**config.mk**
```make
export PLATFORM = sky130hd
export DESIGN_NAME = agdc_motor_drv
export DESIGN_NICKNAME = d
export VERILOG_FILES = /design/src/rtl/agdc_pkg.sv /design/src/rtl/agdc_motor_drv_pwm_gen.sv /design/src/rtl/agdc_motor_drv.sv
export SDC_FILE = /design/constraint.sdc
export NUM_CORES = 1
export LEC_CHECK = 0
export ABC_AREA = 1
export CORE_AREA = 2 2 58 60
export DETAILED_ROUTE_END_ITERATION = 7
export DIE_AREA = 0 0 60 62
export SLEW_MARGIN = 20
export SYNTH_ARGS = -nofsm -noshare
export SYNTH_HDL_FRONTEND = slang
export SYNTH_SLANG_ARGS = --single-unit
```
**constraint.sdc**
```tcl
create_clock -name CLK -period 2.8 [get_ports CLK]
set_input_delay 0.7 -clock CLK [delete_from_list [all_inputs] [get_ports CLK]]
set_output_delay 0.7 -clock CLK [all_outputs]
set_load 0.02 [all_outputs]
```
**src/rtl/agdc_pkg.sv**
```systemverilog
// Shared state/command encodings and PWM helper for the garage-door motor driver.
// Pure definitions; no logic, latency or flow control.
package agdc_pkg;

  typedef enum logic [2:0] {
    ST_OFF   = 3'd0,
    ST_DEAD  = 3'd1,
    ST_RAMP  = 3'd2,
    ST_RUN   = 3'd3,
    ST_FAULT = 3'd4
  } state_t;

  typedef enum logic [1:0] {
    CMD_NONE = 2'd0,
    CMD_UP   = 2'd1,
    CMD_DN   = 2'd2
  } cmd_t;

  function automatic int pwm_max(input int pwm_bits);
    return (1 << pwm_bits) - 1;
  endfunction

endpackage

```
**src/rtl/agdc_motor_drv_pwm_gen.sv**
```systemverilog
// Soft-start PWM: free-running counter, duty stepping every RAMP_STEP_CYC cycles, compare.
// clr forces duty=1 with counters at 0 on the next edge; done flags the last ramp cycle; no backpressure.
module agdc_pwm_gen
  import agdc_pkg::*;
#(
  parameter int PWM_BITS      = 4,
  parameter int RAMP_STEP_CYC = 8
) (
  input  logic                CLK,
  input  logic                RST,
  input  logic                clr,
  input  logic                en,
  output logic [PWM_BITS-1:0] duty,
  output logic                pwm_on,
  output logic                done
);

  localparam int SW = $clog2(RAMP_STEP_CYC + 1);
  localparam logic [PWM_BITS-1:0] DMAX = PWM_BITS'(pwm_max(PWM_BITS));

  logic [PWM_BITS-1:0] pwm_cnt;
  logic [PWM_BITS-1:0] duty_q;
  logic [SW-1:0]       step_cnt;
  logic                step_last;

  assign step_last = (step_cnt == SW'(RAMP_STEP_CYC - 1));
  assign done      = en && step_last && (duty_q == DMAX);
  assign pwm_on    = (pwm_cnt < duty_q);
  assign duty      = duty_q;

  always_ff @(posedge CLK) begin
    if (RST) begin
      pwm_cnt  <= '0;
      step_cnt <= '0;
      duty_q   <= '0;
    end else if (clr) begin
      pwm_cnt  <= '0;
      step_cnt <= '0;
      duty_q   <= PWM_BITS'(1);
    end else if (en) begin
      pwm_cnt <= pwm_cnt + PWM_BITS'(1);
      if (step_last) begin
        step_cnt <= '0;
        if (duty_q != DMAX) duty_q <= duty_q + PWM_BITS'(1);
      end else begin
        step_cnt <= step_cnt + SW'(1);
      end
    end
  end

endmodule

```
**src/rtl/agdc_motor_drv.sv**
```systemverilog
// H-bridge driver with dead-time, brake, run-timeout fault; soft-start ramp only with AGDC_DRV_SOFTSTART_EN.
// Outputs decode registered state (command seen on one edge acts from the next cycle); commands are levels, no backpressure.
module agdc_motor_drv
  import agdc_pkg::*;
#(
  parameter int DEAD_CYC      = 16,
  parameter int PWM_BITS      = 4,
  parameter int RAMP_STEP_CYC = 8,
  parameter int TMO_CYC       = 4096
) (
  input  logic                CLK,
  input  logic                RST,
  input  logic                UP_M,
  input  logic                DN_M,
  input  logic                FAULT_CLR,
  output logic                MOT_UP,
  output logic                MOT_DN,
  output logic                BRAKE,
  output logic                FAULT,
  output logic [PWM_BITS-1:0] DUTY
);

  localparam int DW = $clog2(DEAD_CYC + 1);
  localparam int TW = $clog2(TMO_CYC + 1);
  localparam logic [PWM_BITS-1:0] DMAX = PWM_BITS'(pwm_max(PWM_BITS));

  state_t state, state_nxt;
  cmd_t   cmd, dir, dir_nxt;
  logic [DW-1:0] dead_cnt, dead_nxt;
  logic [TW-1:0] tmo_cnt;
  logic drive, tmo_hit, ramp_done, pwm_on;
  logic [PWM_BITS-1:0] duty_ramp;

`ifdef AGDC_DRV_SOFTSTART_EN
  agdc_pwm_gen #(
    .PWM_BITS      (PWM_BITS),
    .RAMP_STEP_CYC (RAMP_STEP_CYC)
  ) u_pwm_gen (
    .CLK    (CLK),
    .RST    (RST),
    .clr    (state != ST_RAMP),
    .en     (state == ST_RAMP),
    .duty   (duty_ramp),
    .pwm_on (pwm_on),
    .done   (ramp_done)
  );
`else
  // RAMP is unreachable in this build; these only keep the shared decode well-formed.
  assign ramp_done = (RAMP_STEP_CYC < 1);
  assign pwm_on    = 1'b0;
  assign duty_ramp = '0;
`endif

  assign drive   = (state == ST_RAMP) || (state == ST_RUN);
  assign tmo_hit = drive && (tmo_cnt == TW'(TMO_CYC - 1));

  always_comb begin
    cmd = CMD_NONE;
    if (UP_M && !DN_M)      cmd = CMD_UP;
    else if (DN_M && !UP_M) cmd = CMD_DN;
  end

  always_comb begin
    state_nxt = state;
    dir_nxt   = dir;
    dead_nxt  = dead_cnt;
    case (state)
      ST_OFF: begin
        if (cmd != CMD_NONE) begin
          state_nxt = ST_DEAD;
          dir_nxt   = cmd;
          dead_nxt  = DW'(DEAD_CYC - 1);
        end
      end
      ST_DEAD: begin
        if (cmd == CMD_NONE) begin
          state_nxt = ST_OFF;
        end else if (cmd != dir) begin
          dir_nxt  = cmd;
          dead_nxt = DW'(DEAD_CYC - 1);
        end else if (dead_cnt == '0) begin
`ifdef AGDC_DRV_SOFTSTART_EN
          state_nxt = ST_RAMP;
`else
          state_nxt = ST_RUN;
`endif
        end else begin
          dead_nxt = dead_cnt - DW'(1);
        end
      end
      ST_RAMP, ST_RUN: begin
        // Timeout wins over any simultaneous command change.
        if (tmo_hit) begin
          state_nxt = ST_FAULT;
        end else if (cmd == CMD_NONE) begin
          state_nxt = ST_OFF;
        end else if (cmd != dir) begin
          state_nxt = ST_DEAD;
          dir_nxt   = cmd;
          dead_nxt  = DW'(DEAD_CYC - 1);
        end else if (state == ST_RAMP && ramp_done) begin
          state_nxt = ST_RUN;
        end
      end
      ST_FAULT: begin
        if (FAULT_CLR && cmd == CMD_NONE) state_nxt = ST_OFF;
      end
      default: state_nxt = ST_OFF;
    endcase
  end

  always_ff @(posedge CLK) begin
    if (RST) begin
      state    <= ST_OFF;
      dir      <= CMD_NONE;
      dead_cnt <= '0;
      tmo_cnt  <= '0;
    end else begin
      state    <= state_nxt;
      dir      <= dir_nxt;
      dead_cnt <= dead_nxt;
      tmo_cnt  <= drive ? tmo_cnt + TW'(1) : '0;
    end
  end

  always_comb begin
    MOT_UP = 1'b0;
    MOT_DN = 1'b0;
    DUTY   = '0;
    BRAKE  = !drive;
    FAULT  = (state == ST_FAULT);
    if (state == ST_RUN) begin
      MOT_UP = (dir == CMD_UP);
      MOT_DN = (dir == CMD_DN);
      DUTY   = DMAX;
    end else if (state == ST_RAMP) begin
      MOT_UP = (dir == CMD_UP) && pwm_on;
      MOT_DN = (dir == CMD_DN) && pwm_on;
      DUTY   = duty_ramp;
    end
  end

endmodule

```
# Yosys cells after proc, flatten, opt, wreduce, memory -nomap -nowiden
# Cells that the tools add are included.
# classes
addsub,2
eq_ne,18
mux,27
n_bitwise,1
n_reduce_logical,18
# ops
cell,n
$mux 5,7
$mux 3,8
$pmux 5 s3,1
$add 13x1->13 const B,1
$eq 13x12->1 const B,1
$mux 2,6
$pmux 3 s4,1
$ne 2x2->1 const B,5
$ne 3x3->1 const B,3
$reduce_and 7->1,1
$eq 3x2->1 const B,2
$pmux 2 s3,1
$logic_not 5->1,1
$reduce_and 5->1,1
$sub 5x1->5 const B,1
$logic_and 1x1->1,4
$mux 4,1
$ne 4x4->1 const B,1
$reduce_or 2->1,2
$eq 3x1->1 const B,1
$eq 3x3->1 const B,1
$logic_not 1->1,3
$logic_not 3->1,1
$reduce_and 3->1,1
10 further kinds,11
# totals
ff_bits,23
input_bits,5
wordCells,70

# Depth between registers and ports, before layout
# Gate-level depths: netlist (run 1).
# depth
ltp_word,9
mapped_depth,13
ltp_nobuf,13

# Worst setup path after synthesis (run 1)
# Ideal clock, no wire load.
# synth_path
path_type,register to output
start,register state[1]
end,output MOT_DN
arrival_time_ns,1.687
required_time_ns,2.100
setup_slack_ns,0.413
stages_incl_launch_ff,7
n_path_buf,0
cell_sequence,dfxtp_1 > inv_2 > nor2_4 > inv_4 > nor2_1 > inv_1 > nor3_1
# synth_via
elab_chain_len,2
# synth_rtl
element,line_no,text
from (decl),agdc_motor_drv.sv:27,"state_t state, state_nxt;"
from (signal assigned),agdc_motor_drv.sv:119,state <= state_nxt;
$eq 3x2->1,agdc_motor_drv.sv:132,if (state == ST_RUN) begin
$mux 1,agdc_motor_drv.sv:132,
to (decl),agdc_motor_drv.sv:17,"output logic MOT_DN,"
# Every way passes these cells.

# Worst setup path after layout (run 1)
# layout_path
start,register state[1]
end,output DUTY[3]
# layout_via
elab_chain_len,2
# layout_rtl
element,line_no,text
$eq 3x2->1,agdc_motor_drv.sv:132,
$mux 4,agdc_motor_drv.sv:132,
to (decl),agdc_motor_drv.sv:20,output logic [PWM_BITS-1:0] DUTY
# Every way passes these cells.

==> key figures, run 1 <==
Worst hold path
  • Hold path depth: 1
  • End point of the worst hold path: tmo_cnt[0]$_SDFF_PP0_
  • Hold WC Path Type: reg2reg
  • Hold path start: tmo_cnt[0]$_SDFF_PP0_

Synth
  • Number of synthesized register bits: 23
  • Synth Area in XOR/XNOR: 0.01957
  • Multiplexer area fraction after synthesis: 0
  • Avg Synthesized Cell Area: between 7 and 8 µm²
  • Post-Synth Simple-Gate Area: 0.3896
  • Leading area contributor after synthesis: dfxtp_1
  • Post-Syn Instances: 190
  • Yosys warnings: 0
  • Netlist cell types: 28
  • Post-synthesis sequential area ratio: 0.3430
  • Synth Area in Compound Gates: 0.1081
  • Largest family of logic cells by synthesized area: simple AND/OR/NAND/NOR gates
  • Synth Cell Area: 1343 µm²
  • Synth Area in Adders: 0.03728
  • Top-area cell type share of the netlist area: 0.3430
  • Top cells by area, synth: dfxtp_1 34%, nand2_1 11%, inv_1 6.7%
  • Synthesized net count: 199

Drt
  • Routed WL: 2.505 mm
  • Remaining DRCs: 0
  • Initial DRC count: 57
  • Via-to-Cell Ratio: ~4.8
  • DRT Pass-1 Iters: 4
  • Final ANT Viol Nets: 0
  • Via count: around 1200
  • Wire per inst: 10.06 µm

Critical path
  • Crit-path slowest cell: clkdlybuf4s50_1
  • Setup crit end kind: primary output
  • Crit-path max FO: 5
  • CP peak stage delay: approximately 0.64 ns
  • Startpoint Class: register
  • Critical path type: reg2out
  • FF-to-FF Start: tmo_cnt[0]$_SDFF_PP0_
  • Arr. time, crit path: 1.82 ns
  • Path depth of the worst reg2reg path: 9
  • Capture point of the worst reg-to-reg path: dead_cnt[2]$_SDFFE_PP0P_
  • Critical Path RT: 2.10 ns
  • Setup slack, reg-to-reg: 1.26 ns
  • CP cell instances: inv_2, nor2_4, inv_4, nor2_2, clkdlybuf4s50_1

Outcome
  • Status: complete, no violations

Finish
  • Layout cell share with drive strength beyond 1: 0.1675
  • Register area: ~460 µm²
  • Area of the multi-input gates: 747.0 µm²
  • Cell Count, Final, Fillers Out: 249
  • # nets final: 213
  • Area Overhead vs Synth: 14.35%
  • Number of fill cells in the layout: 313
  • Post-route cell area: 1535 µm²
  • Antenna cells: 0

Global routing
  • Total overflow reported by the global router: 0
  • Initial antenna violation count: 0
  • GRT met1 Usage: 0.1934
  • Vias in the first global route: approximately 1200
  • Largest net degree at the start of global routing: 13
  • First-pass GRT wire length: 4.588 mm
  • GR Util met3: 0.01863
  • Global route hottest layer: met2
  • GRT Util Overall: 0.1615
  • Met2 Usage GRT: 0.2888

Pwr
  • Overall power: ~1.2 mW
  • PwrDens: 762.5 nW/µm²
  • Worst VDD drop: 0.2863 mV
  • Leak: 0.6275 nW

Floorplanning
  • Die Footprint: around 3700 µm²
  • Die X: 60 µm
  • Die Height: 62 µm
  • Row cnt: 21
  • Ports: 13
  • Starting Density: 0.4223
  • Core area: ~3200 µm²

Timing
  • RSZ-0062 raised after global routing: false
  • Fmax: 0.3970 GHz
  • Fin crit period: 2.519 ns
  • Max Transition Viols Final: 0
  • Final Hold Viols: 0
  • Setup violations, final: 0
  • Final Skew: 0.005028 ns
  • Period utilization: 0.8996
  • Slew Limit Headroom: 0.7909
  • Least-Margin Pin Slew: ~0.31 ns
  • Setup TNS: 0 ns

Place
  • Placed Instance Area: around 1500 µm²
  • # port buffers: 12
  • DPL Wire Length: 2.047 mm
  • # placed instances: 245
  • RePlAce Congestion: 0.9411

Clock tree
  • Worst-path clk slew: 0.13 ns
  • Max clock buf depth: 2
  • Root Driver: clkbuf_4
  • Sink Count: 23
  • H-tree depth: 1
  • Worst skew pair latency: 0.30 ns
  • CTS tree: done
  • TritonCTS buffer count: 3
  • Cts-stage hold buffer count: 0

Job
  • Max cap viols: 0
[kinds of logic (layout without fill, tap and decap cells)]
logic type	Yosys count	in the layout
buffers and inverters	33	46
adder cells (fa/ha/maj)	4	4
AO/OA/AOI/OAI	24	24
flip-flops	23	23
AND/OR/NAND/NOR	103	103
XOR/XNOR	3	3
[per-layer routing]
layer / part of all wire / vias to the layer above
met1: 0.45 / 547
li1: - / 627
met5: 0 / -
met2: 0.52 / 19
met4: 0.0060 / 0
met3: 0.028 / 2
[per-stage QoR]
stage | setup slack [ns] | hold slack [ns] | util
after floorplan | 0.4130 | 0.4175 | -
after global placement | 0.3584 | 0.4278 | 0.4723
after detailed placement | 0.3128 | 0.4400 | 0.4723
after CTS | 0.03707 | 0.4628 | 0.4813
after global routing | 0.1287 | 0.4974 | 0.4829
final | 0.2810 | 0.4573 | 0.4829
[where the power goes]
| part | switching, mW | leakage, nW | total (mW) | internal [mW] |
|---|---|---|---|---|
| Sequential | 0.0530 | 0.187 | 0.435 | 0.382 |
| Combinational | 0.358 | 0.425 | 0.583 | 0.226 |
| Clock | 0.0968 | 0.0150 | 0.152 | 0.0555 |
| Total | 0.508 | 0.628 | 1.17 | 0.663 |
[worst max path at each step]
stage | from | endpoint | cells past startpoint
after floorplan | state[1]$_SDFFE_PP0P_ | MOT_DN | 6
after global placement | state[1]$_SDFFE_PP0P_ | MOT_UP | 7
after detailed placement | state[1]$_SDFFE_PP0P_ | MOT_DN | 7
after CTS | state[1]$_SDFFE_PP0P_ | MOT_DN | 7
after global routing | state[1]$_SDFFE_PP0P_ | DUTY[3] | 5
final | state[1]$_SDFFE_PP0P_ | DUTY[3] | 5
[synthesized netlist by cell type (all sizes together)]
cell type   n
inv        29
nand2      50
o21ai       7
o21a        1
nor3        8
dfxtp      23
xor2        1
xnor2       2
nor2       24
buf         3
nand4       2
clkbuf      1
nor3b       2
ha          4
nand3      17
a21oi      16
[flip-flops by register name, indices dropped and copies added (netlist names)]
signal    count
dir           2
state         3
tmo_cnt      13
dead_cnt      5
[worst max-delay path, delay by kind of cell (launching register included)]
| family | cells | cell delay (ns) |
|---|---|---|
| DFF | 1 | 0.39 |
| and+or+nand+nor | 2 | 0.35 |
| buffers and inverters | 3 | 0.78 |
[layout make-up]
| type | instances | area share |
|---|---|---|
| clock buffers | 4 | 0.01711 |
| inverters | 29 | 0.07253 |
| multi-input cells | 134 | 0.4866 |
| flip-flops and latches | 23 | 0.2999 |
| well taps | 46 | 0.03749 |
| repair buffers | 13 | 0.08639 |
[layout by cell type (no fill, tap or decap)]
master | Yosys | routed
clkbuf_1 | 1 | 1
nor3_2 | 1 | 1
nand2_4 | 3 | 3
nor3b_2 | 1 | 1
nor2_1 | 16 | 15
a21oi_1 | 12 | 12
nor3b_1 | 1 | 1
nand4_1 | 2 | 2
clkdlybuf4s50_1 | 0 | 10
inv_1 | 24 | 24
nand2_2 | 6 | 6
ha_1 | 4 | 4
o21ai_0 | 6 | 6
dfxtp_1 | 23 | 23
clkbuf_4 | 0 | 3
a21oi_4 | 1 | 1
nor2_4 | 4 | 4
nand3_1 | 16 | 16
nor3_1 | 7 | 7
xor2_1 | 1 | 1
xnor2_1 | 2 | 2
o21ai_1 | 1 | 1
nand3_2 | 1 | 1
inv_2 | 4 | 4
nor2_2 | 4 | 5
o21a_1 | 1 | 1
buf_4 | 3 | 1
inv_4 | 1 | 1
a21oi_2 | 3 | 3
nand2_1 | 41 | 41
dlymetal6s2s_1 | 0 | 2
[what timing repair did]
action	CTS	global route
gates resized for setup	1	2
buffers inserted	0	0
endpoints found under the hold margin	0	0
endpoints found under the setup margin	2	2
(Power assumes the default switching activity.)
==> run 2: changes to the inputs <==
--- a/config.mk
+++ b/config.mk
@@ -6,9 +6,9 @@
 export NUM_CORES = 1
 export LEC_CHECK = 0
 export ABC_AREA = 1
-export CORE_AREA = 2 2 58 60
+export CORE_AREA = 2 2 61 57
 export DETAILED_ROUTE_END_ITERATION = 7
-export DIE_AREA = 0 0 60 62
+export DIE_AREA = 0 0 63 59
 export SLEW_MARGIN = 20
 export SYNTH_ARGS = -nofsm -noshare
 export SYNTH_HDL_FRONTEND = slang
==> run 2 against run 1 <==
- total power is 0.43% higher
- worst setup slack worse by 0.037 ns
- register-to-register slack worse by 0.02 ns
- hold slack better by 0.0091 ns
- combinational power hardly changed
- largest power group unchanged
- highest routed layer unchanged
==> key figures, run 2 (synthesis results as in run 1) <==
Worst hold path
  • Hold path depth: 1 (unchanged)
  • End point of the worst hold path: tmo_cnt[0]$_SDFF_PP0_
  • Hold path start: tmo_cnt[0]$_SDFF_PP0_
  • Hold WC Path Type: reg2reg

Critical path
  • Critical Path RT: 2.10 ns (about the same)
  • Startpoint Class: register
  • FF-to-FF Start: tmo_cnt[0]$_SDFF_PP0_
  • CP cell instances: inv_2, nor2_4, inv_4, nor2_2, clkdlybuf4s50_1
  • Crit-path max FO: 5 (unchanged)
  • Capture point of the worst reg-to-reg path: dead_cnt[4]$_SDFFE_PP0P_
  • Path depth of the worst reg2reg path: 10 (+1)
  • Critical path buffers and inverters: 3 (unchanged)
  • Cell family with most CP delay: buffers and inverters
  • Arr. time, crit path: 1.86 ns (+0.04 ns)
  • Crit-path slowest cell: clkdlybuf4s50_1
  • CP peak stage delay: 0.64 ns (about the same)
  • Setup slack, reg-to-reg: 1.24 ns (-0.02 ns)
  • Critical path type: reg2out
  • Setup crit end kind: primary output

Clock tree
  • Cts-stage hold buffer count: 0 (unchanged)
  • TritonCTS buffer count: 3 (unchanged)
  • Worst-path clk slew: 0.13 ns (about the same)
  • Sink Count: 23 (unchanged)
  • Post-CTS Setup Bufs: 0 (unchanged)
  • Root Driver: clkbuf_4
  • H-tree depth: 1 (unchanged)
  • Worst skew pair latency: 0.32 ns (+0.02 ns)
  • CTS tree: done
  • Max clock buf depth: 2 (unchanged)

Timing
  • Fmax: 0.3913 GHz (-1.4%)
  • RSZ-0062 raised after global routing: false
  • Final Hold Viols: 0 (unchanged)
  • Least-Margin Pin Slew: 0.3470 ns (+0.03411 ns)
  • Period utilization: 0.9128 (+0.01311)
  • Final Skew: 0.009545 ns (+0.004517 ns)
  • Max Transition Viols Final: 0 (unchanged)
  • Slew Limit Headroom: 0.7679 (-0.02300)
  • Setup violations, final: 0 (unchanged)
  • Fin crit period: 2.556 ns (+0.03671 ns)
  • Setup TNS: 0 ns (unchanged)

Place
  • DPL Wire Length: 2.036 mm (-0.55%)
  • RePlAce Congestion: 0.8928 (-5.1%)
  • Placed Instance Area: 1496 µm² (-0.33%)
  • # port buffers: 12 (unchanged)

Global routing
  • Largest net degree at the start of global routing: 14 (+1)
  • GRT Util Overall: 0.1527 (-0.008831)
  • Total overflow reported by the global router: 0 (unchanged)
  • Initial antenna violation count: 0 (unchanged)
  • First-pass GRT wire length: 4.478 mm (-2.4%)
  • Vias in the first global route: 1086 (-5.9%)

Finish
  • Largest regs: tmo_cnt: 13 flops, dead_cnt: 5 flops, state: 3 flops
  • Most frequent cells in the layout: 41 x nand2_1, 24 x inv_1, 23 x dfxtp_1
  • Most common cell after layout, fill and taps aside: nand2_1
  • Antenna cells: 0 (unchanged)
  • Post-route cell area: 1531 µm² (-0.24%)
  • Max reg flops: 13 (unchanged)
  • # nets final: 213 (unchanged)
  • Layout cell share with drive strength beyond 1: 0.1724 (+0.004926)
  • Area Overhead vs Synth: 14.07%
  • Number of fill cells in the layout: 316 (+0.96%)
  • Area of the multi-input gates: 747.0 µm² (unchanged)
  • Largest reg by FF count: tmo_cnt
  • Util after Layout: 0.5073 (+0.02437)
  • Register area: 460.4 µm² (unchanged)

Pwr
  • Total net switching power: 0.5153 mW (+1.5%)
  • Clock power share: 0.134 (+0.004)
  • Sw Share: 0.4384 (+0.004734)
  • Leak: 0.6302 nW (+0.43%)
  • Internal power: 0.6603 mW (-0.41%)
  • Power share of the combinational group: 0.496 (-0.002)
  • Flop pwr share: 0.370 (-0.002)
  • PwrDens: 767.6 nW/µm² (+0.67%)
  • Worst VDD drop: 0.3162 mV (+10%)

Floorplanning
  • Row cnt: 19 (-9.5%)
  • Ports: 13 (unchanged)
  • Die Footprint: 3717 µm² (about the same)
  • Die X: 63 µm (+5.0%)
  • Core area: 3019 µm² (-5.0%)
  • Starting Density: 0.4447 (+0.02240)
  • Die Height: 59 µm (-4.8%)

Drt
  • Initial DRC count: 47 (-18%)
  • Routed WL: 2.575 mm (+2.8%)
  • DRT Pass-1 Iters: 5 (+1)
  • Via-to-Cell Ratio: 4.820 (+0.44%)
  • Wire per inst: 10.51 µm (+4.5%)
  • Final ANT Viol Nets: 0 (unchanged)
  • Remaining DRCs: 0 (unchanged)
  • Via count: 1181 (-1.2%)

Job
  • Max cap viols: 0 (unchanged)

Outcome
  • Status: complete, no violations
==> run 2: worst register-to-register path, delay by kind of cell, from the launching register on <==
family | cells | cell delay, ns
adders and majority gates | 1 | 0.18
AOI/OAI and AO/OA | 1 | 0.12
and+or+nand+nor | 8 | 0.79
DFF | 1 | 0.38
==> run 2: how the worst max path moves through the flow <==
| stage | start | end | slack, ns | cells past startpoint |
|---|---|---|---|---|
| 2_1_floorplan | state[1]$_SDFFE_PP0P_ | MOT_DN | 0.41 | 6 |
| 3_3_place_gp | state[1]$_SDFFE_PP0P_ | MOT_UP | 0.37 | 7 |
| 3_5_place_dp | state[1]$_SDFFE_PP0P_ | MOT_UP | 0.29 | 7 |
| 4_1_cts | state[1]$_SDFFE_PP0P_ | MOT_UP | 0.02 | 7 |
| 5_1_grt | state[1]$_SDFFE_PP0P_ | DUTY[0] | 0.13 | 5 |
| 6_report | state[1]$_SDFFE_PP0P_ | DUTY[2] | 0.24 | 5 |
==> run 2: power groups by stage <==
stage / registers (mW) / clock network [mW] / logic (mW)
2_1_floorplan: 0.431 / 0 / 0.477
3_3_place_gp: 0.440 / 0 / 0.566
3_5_place_dp: 0.443 / 0 / 0.583
4_1_cts: 0.435 / 0.168 / 0.588
5_1_grt: 0.443 / 0.177 / 0.655
6_report: 0.435 / 0.157 / 0.584
==> run 2: per-layer routing <==
metal / global-route usage / up-vias / share of wire / wire length [µm]
li1: - / 628 / - / -
met4: 0.03810 / 0 / 0.011 / 29
met5: 0 / - / 0 / 0
met1: 0.1859 / 531 / 0.50 / 1291
met2: 0.2675 / 18 / 0.45 / 1151
met3: 0.04563 / 4 / 0.040 / 103
==> run 2: stage by stage <==
| step | hold WS [ns] | worst slack [ns] | cells | power, mW |
|---|---|---|---|---|
| 3_5_place_dp | 0.4387 | 0.2902 | 241 | 1.026 |
| 6_report | 0.4664 | 0.2443 | 245 | 1.176 |
| 2_1_floorplan | 0.4175 | 0.4130 | 190 | 0.9081 |
| 3_3_place_gp | 0.4290 | 0.3706 | 241 | 1.007 |
| 5_1_grt | 0.4957 | 0.1320 | 245 | 1.275 |
| 4_1_cts | 0.4701 | 0.01588 | 245 | 1.191 |
==> run 2: final cells by class <==
class	instances	area share
clock buffer	3	0.01471
clock inverter	1	0.003268
inverter	29	0.07271
multi-input combinational	134	0.4877
sequential	23	0.3007
tap	42	0.03431
timing repair buffer	13	0.08660
==> run 2: timing repair <==
action / 4_1_cts / 5_1_grt
gates resized for setup: 1 / 2
cloned: 0 / 0
setup endpoints to repair: 2 / 2
==> patch, RTL diff (settings of run 1) <==
Register the output `MOT_UP`; this adds one clock of latency there. The other outputs are not delayed to match.
--- a/src/rtl/agdc_motor_drv.sv
+++ b/src/rtl/agdc_motor_drv.sv
@@ -25,2 +25,4 @@
   localparam logic [PWM_BITS-1:0] DMAX = PWM_BITS'(pwm_max(PWM_BITS));
+
+  logic MOT_UP_d;
 
@@ -126,3 +128,3 @@
   always_comb begin
-    MOT_UP = 1'b0;
+    MOT_UP_d = 1'b0;
     MOT_DN = 1'b0;
@@ -132,3 +134,3 @@
     if (state == ST_RUN) begin
-      MOT_UP = (dir == CMD_UP);
+      MOT_UP_d = (dir == CMD_UP);
       MOT_DN = (dir == CMD_DN);
@@ -136,3 +138,3 @@
     end else if (state == ST_RAMP) begin
-      MOT_UP = (dir == CMD_UP) && pwm_on;
+      MOT_UP_d = (dir == CMD_UP) && pwm_on;
       MOT_DN = (dir == CMD_DN) && pwm_on;
@@ -142,2 +144,6 @@
 
+  always_ff @(posedge CLK) begin
+    MOT_UP <= MOT_UP_d;
+  end
+
 endmodule
Formal check against the unedited RTL: same outputs for any inputs over 10 cycles, from zero or initial values and one cycle with RST high; that may be too few to reach the edited logic, so the function may still have changed.
==> patch against run 1 <==
- count of clock-buffer cells in the layout fell by 1
- wire length rose by 3.0%
- setup slack got worse by 0.026 ns
- sequential cell count rose by 1
- cell count rose by 4.8%
- power rose by 20%
- design area rose by 8.1%
- area after synthesis rose by 8.1%
- critical path type unchanged
- largest cell class unchanged
- largest power group unchanged
==> patch: results (changes against run 1) <==
{| class="wikitable"
! Metric !! Value
|-
| Data arrival time of the critical path || 1.85 ns (+0.03 ns)
|-
| Total routing resource utilization after global routing || 15.0% (-1.2 points)
|-
| Highest ir drop seen on vdd || 452 uV (+58%)
|-
| Clock latency of the later-clocked register in the worst-skew pair || 0.32 ns (+0.02 ns)
|-
| Synth cell count leaders || nand2_1, inv_1, dfxtp_1, nor2_1, nand2_2
|-
| Pin slew with the least headroom to its limit || 0.479 ns (+0.166 ns)
|-
| Status || complete, no violations
|-
| Placed cell areas || 0.00160 mm^2 (+6.8%)
|-
| Final instance count without filler cells || 261 (+4.8%)
|-
| Synth Net Count || 212 (+6.5%)
|-
| Number of cells after detailed placement || 257 (+4.9%)
|-
| NumNets Final || 225 (+5.6%)
|-
| DR vias || 1228 (+2.8%)
|-
| Pleak || 0.000683 uW (+8.8%)
|-
| Final estimated routing congestion in global placement || 0.862 (-8.4%)
|-
| Maximum net fanout on the critical path || 5 (unchanged)
|-
| Total wire length || 2580 um (+3.0%)
|-
| Half-perimeter wire length after placement || 2090 um (+2.2%)
|-
| Global-route wire length before repair || 4240 um (-7.5%)
|-
| Fraction of final layout cells sized beyond drive strength 1 || 20.0% (+3.3 points)
|-
| Largest net degree at the start of global routing || 15 (+2)
|-
| Highest clock frequency the design can meet || 0.393 GHz (-1.0%)
|-
| Layout Skew || 0.00150 ns (-0.00353 ns)
|-
| Top cells by area, synth || dfxtp_1, nand2_1, inv_1
|-
| Number of global-route vias before repair || 1038 (-10%)
|-
| 1st-iter DRT viols || 72 (+26%)
|}
==> patch: logic make-up after synthesis <==
logic type	Yosys count	share of synthesized area, %
adders and majority gates	4	3.45
buffers and inverters	36	10.1
DFF	24	33.1
AOI/OAI and AO/OA	25	10.6
xor gates and xnor gates	4	2.41
and+or+nand+nor	110	40.3
==> patch: path summary, 6_finish.rpt <==
kind                              start                     to  cells past startpoint
setup reg to reg  tmo_cnt[0]$_SDFF_PP0_    dir[1]$_SDFFE_PP0P_                     10
hold reg to reg   tmo_cnt[0]$_SDFF_PP0_  tmo_cnt[0]$_SDFF_PP0_                      1
setup / recovery  state[1]$_SDFFE_PP0P_                DUTY[2]                      5
hold / removal    tmo_cnt[0]$_SDFF_PP0_  tmo_cnt[0]$_SDFF_PP0_                      1
==> patch: what timing repair did <==
action	in CTS	in global routing
setup endpoints to repair	1	1
hold buffers	0	0
gates resized for setup	1	1
buffers inserted	0	0
==> patch: layout make-up <==
| type | instances | area (um^2) |
|---|---|---|
| clock buffers | 3 | 22.5 |
| clock inverters | 1 | 30.0 |
| fillers | 343 | 1520 |
| inverters | 32 | 120 |
| multi-input cells | 143 | 827 |
| flip-flops and latches | 24 | 480 |
| well taps | 46 | 57.6 |
| repair buffers | 12 | 123 |
==> patch: routing by layer <==
layer / GRT usage, % / wire length [um] / share of wire (%) / up-vias
li1: - / - / - / 660
met1: 19.4 / 1270 / 49 / 555
met4: 5.71 / 25 / 0.97 / 0
met5: 0 / 0 / 0 / -
met3: 1.86 / 44 / 1.7 / 2
met2: 25.5 / 1240 / 48 / 11
==> patch: power breakdown <==
part | switching (uW) | internal [uW]
Sequential | 73.4 | 408
Combinational | 409 | 261
Clock | 112 | 145
